$ cat src/rtl/mat_mac_stream.sv
// mat_mac_stream: streaming signed fractional dot-product engine with operand correction, product rounding and saturating accumulation
module mat_mac_stream #(
    parameter int WIDTH_A_80         = 9,
    parameter int WIDTH_B_80         = 8,
    parameter int WIDTH_PROD         = WIDTH_A_80 + WIDTH_B_80,
    parameter int WIDTH_PROD_ROUNDED = 9,
    parameter int WIDTH_SUM          = 11,
    parameter int VEC_LEN            = 4,
    parameter int CNT_W              = (VEC_LEN > 1) ? $clog2(VEC_LEN) : 1
) (
    input  logic                  clk_80,
    input  logic                  rst_80,
    input  logic                  clr_80,
    input  logic [WIDTH_A_80-1:0] a_80,
    input  logic [WIDTH_B_80-1:0] b_80,
    input  logic                  in_valid_80,
    output logic                  in_ready_80,
    output logic [WIDTH_SUM-1:0]  out_data_80,
    output logic                  out_sat_80,
    output logic                  out_valid_80,
    input  logic                  out_ready_80
);
    localparam int WR = WIDTH_PROD_ROUNDED;
    localparam int D  = WIDTH_PROD - 1 - WR;
    localparam logic [WIDTH_A_80-1:0] A_MIN   = {1'b1, {(WIDTH_A_80-1){1'b0}}};
    localparam logic [WIDTH_B_80-1:0] B_MIN   = {1'b1, {(WIDTH_B_80-1){1'b0}}};
    localparam logic [WR-1:0]         R_MAX   = {1'b0, {(WR-1){1'b1}}};
    localparam logic [WIDTH_SUM-1:0]  SUM_MAX = {1'b0, {(WIDTH_SUM-1){1'b1}}};
    localparam logic [WIDTH_SUM-1:0]  SUM_MIN = {1'b1, {(WIDTH_SUM-1){1'b0}}};
    localparam logic [CNT_W-1:0]      CNT_LAST = CNT_W'(VEC_LEN - 1);

    typedef enum logic [1:0] {S_ACC, S_FLUSH, S_HOLD} state_t;

    state_t                  state_q, state_d;
    logic [CNT_W-1:0]        cnt_q, cnt_d;
    logic                    s1_valid_q, s1_valid_d;
    logic [WR-1:0]           r_q, r_d;
    logic [WIDTH_SUM-1:0]    acc_q, acc_d;
    logic                    sat_q, sat_d;
    logic [WIDTH_SUM-1:0]    out_data_q, out_data_d;
    logic                    out_sat_q, out_sat_d;
    logic                    out_valid_q, out_valid_d;
    logic                    accept, last, load, release_out;
    logic signed [WIDTH_A_80-1:0] a_c;
    logic signed [WIDTH_B_80-1:0] b_c;
    logic signed [WIDTH_PROD-1:0] p;
    logic [WR-1:0]           p_trunc, r_rnd;
    logic [WIDTH_SUM:0]      sum;
    logic                    ovf;
    logic [WIDTH_SUM-1:0]    sum_sat;
    logic                    unused_p;

    always_ff @(posedge clk_80 or posedge rst_80) begin
        if (rst_80) state_q <= S_ACC;
        else        state_q <= state_d;
    end

    always_comb begin
        state_d = state_q;
        if (clr_80)                                 state_d = S_ACC;
        else if (state_q == S_ACC && accept && last) state_d = S_FLUSH;
        else if (load)                              state_d = S_HOLD;
        else if (release_out)                       state_d = S_ACC;
    end

    always_comb begin
        in_ready_80 = state_q == S_ACC;
        load        = state_q == S_FLUSH && !s1_valid_q;
        release_out = state_q == S_HOLD && out_ready_80;
    end

    always_comb begin
        accept  = in_valid_80 && in_ready_80 && !clr_80;
        last    = cnt_q == CNT_LAST;
        a_c     = (a_80 == A_MIN) ? a_80 + WIDTH_A_80'(1) : a_80;
        b_c     = (b_80 == B_MIN) ? b_80 + WIDTH_B_80'(1) : b_80;
        p       = WIDTH_PROD'(a_c) * WIDTH_PROD'(b_c);
        p_trunc = p[WIDTH_PROD-2 -: WR];
        // round half up; only the largest positive truncation can overflow
        r_rnd   = (p_trunc == R_MAX && p[D-1]) ? R_MAX : p_trunc + WR'(p[D-1]);
        unused_p = ^{p[WIDTH_PROD-1], p[D-2:0]};
        sum     = {acc_q[WIDTH_SUM-1], acc_q} + {{(WIDTH_SUM+1-WR){r_q[WR-1]}}, r_q};
        ovf     = sum[WIDTH_SUM] ^ sum[WIDTH_SUM-1];
        sum_sat = ovf ? (sum[WIDTH_SUM] ? SUM_MIN : SUM_MAX) : sum[WIDTH_SUM-1:0];
        cnt_d       = clr_80 ? '0 : accept ? (last ? '0 : cnt_q + CNT_W'(1)) : cnt_q;
        s1_valid_d  = accept;
        r_d         = accept ? r_rnd : r_q;
        acc_d       = (clr_80 || release_out) ? '0 : s1_valid_q ? sum_sat : acc_q;
        sat_d       = (clr_80 || release_out) ? 1'b0 : (s1_valid_q && ovf) ? 1'b1 : sat_q;
        out_data_d  = (load && !clr_80) ? acc_q : out_data_q;
        out_sat_d   = (load && !clr_80) ? sat_q : out_sat_q;
        out_valid_d = clr_80 ? 1'b0 : load ? 1'b1 : release_out ? 1'b0 : out_valid_q;
    end

    always_ff @(posedge clk_80 or posedge rst_80) begin
        if (rst_80) begin
            cnt_q       <= '0;
            s1_valid_q  <= 1'b0;
            r_q         <= '0;
            acc_q       <= '0;
            sat_q       <= 1'b0;
            out_data_q  <= '0;
            out_sat_q   <= 1'b0;
            out_valid_q <= 1'b0;
        end else begin
            cnt_q       <= cnt_d;
            s1_valid_q  <= s1_valid_d;
            r_q         <= r_d;
            acc_q       <= acc_d;
            sat_q       <= sat_d;
            out_data_q  <= out_data_d;
            out_sat_q   <= out_sat_d;
            out_valid_q <= out_valid_d;
        end
    end

    assign out_data_80  = out_data_q;
    assign out_sat_80   = out_sat_q;
    assign out_valid_80 = out_valid_q;
endmodule

$ cat config.mk
export PLATFORM = sky130hd
export DESIGN_NAME = mat_mac_stream
export DESIGN_NICKNAME = d
export VERILOG_FILES = /design/src/rtl/mat_mac_stream.sv
export SDC_FILE = /design/constraint.sdc
export NUM_CORES = 1
export LEC_CHECK = 0
export BUFFER_PORTS_ARGS = -buffer_cell sky130_fd_sc_hd__buf_2
export CELL_PAD_IN_SITES_DETAIL_PLACEMENT = 1
export CELL_PAD_IN_SITES_GLOBAL_PLACEMENT = 1
export CORE_MARGIN = 1.5
export CORE_UTILIZATION = 34
export CTS_BUF_LIST = sky130_fd_sc_hd__clkbuf_8
export CTS_CLUSTER_DIAMETER = 40
export DETAILED_ROUTE_END_ITERATION = 8
export PLACE_DENSITY = 0.7
export SYNTH_ARGS = -nofsm -noshare
export SYNTH_HDL_FRONTEND = slang
export SYNTH_SLANG_ARGS = --single-unit
$ cat constraint.sdc
create_clock -name clk_80 -period 7.5 [get_ports clk_80]
set_clock_uncertainty 0.1 [all_clocks]
set_input_delay 1.125 -clock clk_80 [delete_from_list [all_inputs] [get_ports clk_80]]
set_output_delay 1.125 -clock clk_80 [all_outputs]
set_load 0.05 [all_outputs]
==> impl_metrics.py <==
metrics = {
    "yosys": {
        "postSynthCellCount": 490,
        "yosysTopAreaCell": "fa_1",
        "yosys_warnings": 0,
        "synth_area_leaders": "fa_1 (24%), dfrtp_1 (20%), ha_1 (12%), inv_1 (5.4%), xnor2_1 (4.4%)",
        "synth_edf_count": 0,
        "synth_common_cells": "inv_1 (69), fa_1 (57), ha_1 (45)",
        "async_flop_share": 1.00,
        "avgSynthCellArea_sq_um": 9.82,
        "synth_fp_nets": 614,
        "synth_top_area_share": 0.237,
        "synth.distinct_cells": 55,
        "synth_area_sq_um": 4810,
        "yosysMostFrequentCell": "inv_1",
        "ys_seq_elements": 39,
        "dominantRegCellSynth": "dfrtp_1",
        "ys_seq_area_frac": 0.203,
    },
    "routing": {
        "drt-total-wl_um": 10500,
        "initialDrtViolationCount": 109,
        "firstDrtPassIters": 4,
        "avgRoutedWirePerCell_um": 14.8,
        "vias_per_cell": 5.04,
        "drc": 0,
        "ant_nets": 0,
        "vias": 3560,
    },
    "worst_setup_path": {
        "crit_chain": "buf_2 -> inv_1 -> ha_1 -> nor4b_1 -> nand2_1 -> xnor2_1 -> nand2_1 -> fa_1 -> fa_1 -> inv_1 -> fa_1 -> inv_1 -> fa_1 -> inv_1 -> ha_1 -> and4_1 -> nand2_2 -> a21boi_1 -> a31oi_1 -> ha_1 -> nand3_1 -> or4_1 -> xnor2_1 -> o22a_1",
        "cp_slowest_cell": "fa_1",
        "required_ns": 7.58,
        "slowest_delay_ns": 0.55,
        "critPathKind": "primary input to flop",
        "path_max_fanout": 7,
        "arrival_ns": 7.06,
        "cp-start-kind": "primary input",
        "endpoint_kind": "flop",
        "r2r_cells": 10,
        "worstSetupStartpoint": "a_80[0]",
        "worst-r2r-setup-slack_ns": 3.29,
        "r2r_start": "r_q[0]$_DFFE_PP0P_",
    },
    "sta": {
        "period_share": 0.930,
        "tightest_slew_ns": 1.24,
        "max_freq_mhz": 143,
        "period_needed_ns": 6.98,
        "drv_slew": 0,
        "rsz0062_at_grt": "no",
        "setup_tns_ns": 0,
        "setup_ws_ns": 0.522,
        "final-hold-violation-count": 0,
        "setup_violations": 0,
        "max-slew-margin-rel": 0.169,
    },
    "worst_hold_path": {
        "min_from": "out_data_80[6]$_DFFE_PP0P_",
        "hold_depth": 1,
        "worstHoldPathType": "flop to flop",
    },
    "clocking": {
        "cts.htree.levels": 2,
        "clk_latency_ns": 0.29,
        "numClockSinks": 39,
        "path_clk_slew_ns": 0.08,
        "post-cts-setup-buffers": 0,
        "cts_tree": "built",
        "clock_path_buffers": 2,
        "cts_inserted_buffers": 5,
        "cts-root-buf": "clkbuf_8",
    },
    "die": {
        "io_pins": 36,
        "start_util": 0.348,
        "die_x_um": 122,
        "fp.dieArea_sq_um": 14900,
        "die_h_um": 122,
        "coreArea_sq_um": 13800,
        "rows": 43,
    },
    "global_routing": {
        "grt_max_degree": 40,
        "antenna_found_initial": 0,
        "grt_pass1_vias": 3949,
        "grt.overflow.total": 0,
        "grt_util_met3": 0.0220,
        "globalRouteMet1Util": 0.196,
        "grt_busiest_layer": "met2",
        "grtUsageTotal": 0.155,
        "grtUsageMet2": 0.285,
        "grt_pass1_wl_um": 18600,
    },
    "layout": {
        "fin_area_sq_um": 5350,
        "antenna_cells": 0,
        "fill_cells": 1586,
        "areaGrowthSynthToFinish_pct": 11.2,
        "layout.nets": 649,
        "multi_input_area_sq_um": 3530,
        "drive_above_1_share": 0.144,
        "final_util": 0.387,
        "seqCellArea_sq_um": 976,
    },
    "outcome": {
        "status": "finished, final reports clean",
    },
    "flow_run": {
        "drv_cap": 0,
    },
    "placement": {
        "gp_congestion": 0.813,
        "dpl_worst_slack_ns": 0.165,
        "port_buffers": 35,
        "hpwl_um": 8770,
        "postPlaceCellArea_sq_um": 5210,
    },
    "power": {
        "irDropWorstVdd_mv": 0.166,
        "leakage_nw": 2.63,
        "power_density_nw_per_um2": 377,
        "p_total_mw": 2.01,
    },
}
## state kept, by name, indices dropped and copies added (netlist names)
register and cells:
state_q 2, r_q 9, sat_q 1, out_sat_80 1, cnt_q 2, s1_valid_q 1
out_valid_80 1, out_data_80 11, acc_q 11
## power by group
group / leakage (nW) / switching, mW / internal, mW / total [mW]
clock network: 0.0695 / 0.0738 / 0.132 / 0.205
logic: 2.05 / 0.843 / 0.661 / 1.50
registers: 0.509 / 0.0422 / 0.262 / 0.304
## worst max-delay path, delay by kind of cell
kind	cells	cell delay, ns
fa+ha+maj	7	2.85
simple gates	7	1.62
xor+xnor	2	0.59
compound gates	3	0.53
buf+inv	5	0.33
## cell families (layout without fill, tap and decap cells)
kind of cell             count (synthesis)  count (layout)  share of synthesized area
flip-flops                              39              39                      0.203
adder cells (fa/ha/maj)                102             102                      0.354
multiplexers                            14              14                     0.0323
AND/OR/NAND/NOR                        141             141                      0.165
XOR/XNOR                                31              31                     0.0565
AO/OA/AOI/OAI                           81              81                      0.125
buffers and inverters                   82             118                     0.0643
## per-layer routing
metal / routed length, um / up-vias
met2: 5450 / 22
met1: 4760 / 1828
li1: - / 1702
met4: 79 / 0
met3: 173 / 8
met5: 0 / -
## final cells by class
cell class / instances / share of cell area
multi-input combinational: 369 / 0.661
clock buffer: 5 / 0.0129
tap: 180 / 0.0421
sequential: 39 / 0.182
timing repair buffer: 41 / 0.0412
inverter: 69 / 0.0484
clock inverter: 3 / 0.0119
## path summary, 6_finish.rpt
check,to
min in group asynchronous,state_q[1]$_DFFE_PP0P_
max in group asynchronous,r_q[6]$_DFFE_PP0P_
max reg2reg,acc_q[6]$_DFFE_PP0P_
min,out_data_80[6]$_DFFE_PP0P_
max,r_q[6]$_DFFE_PP0P_
min reg2reg,out_data_80[6]$_DFFE_PP0P_
## through the flow
stage               instances  hold slack, ns
CTS                       706           0.408
finish                    706           0.404
floorplan                 490           0.377
detailed placement        698           0.391
global route              706           0.426
global placement          698           0.358
## cells in the final DEF (no fill, tap or decap), types with 7 or more instances in the layout
master,instances
dfrtp_1,39
ha_1,45
nor3_1,9
and2_1,20
o21ai_0,10
a21o_1,8
inv_1,70
a31oi_1,8
mux2_2,12
nor2_1,17
buf_2,35
a21oi_1,15
o22a_1,7
fa_1,57
xnor2_1,24
nand2_1,28
a221o_1,10
xor2_1,7
nor2b_1,30
## what timing repair did
action / 4_1_cts / 5_1_grt
gates resized for setup: 0 / 1
hold buffers: 0 / 0
endpoints found under the setup margin: 0 / 1
endpoints found under the hold margin: 0 / 0
Power figures use the tool's default switching activity.
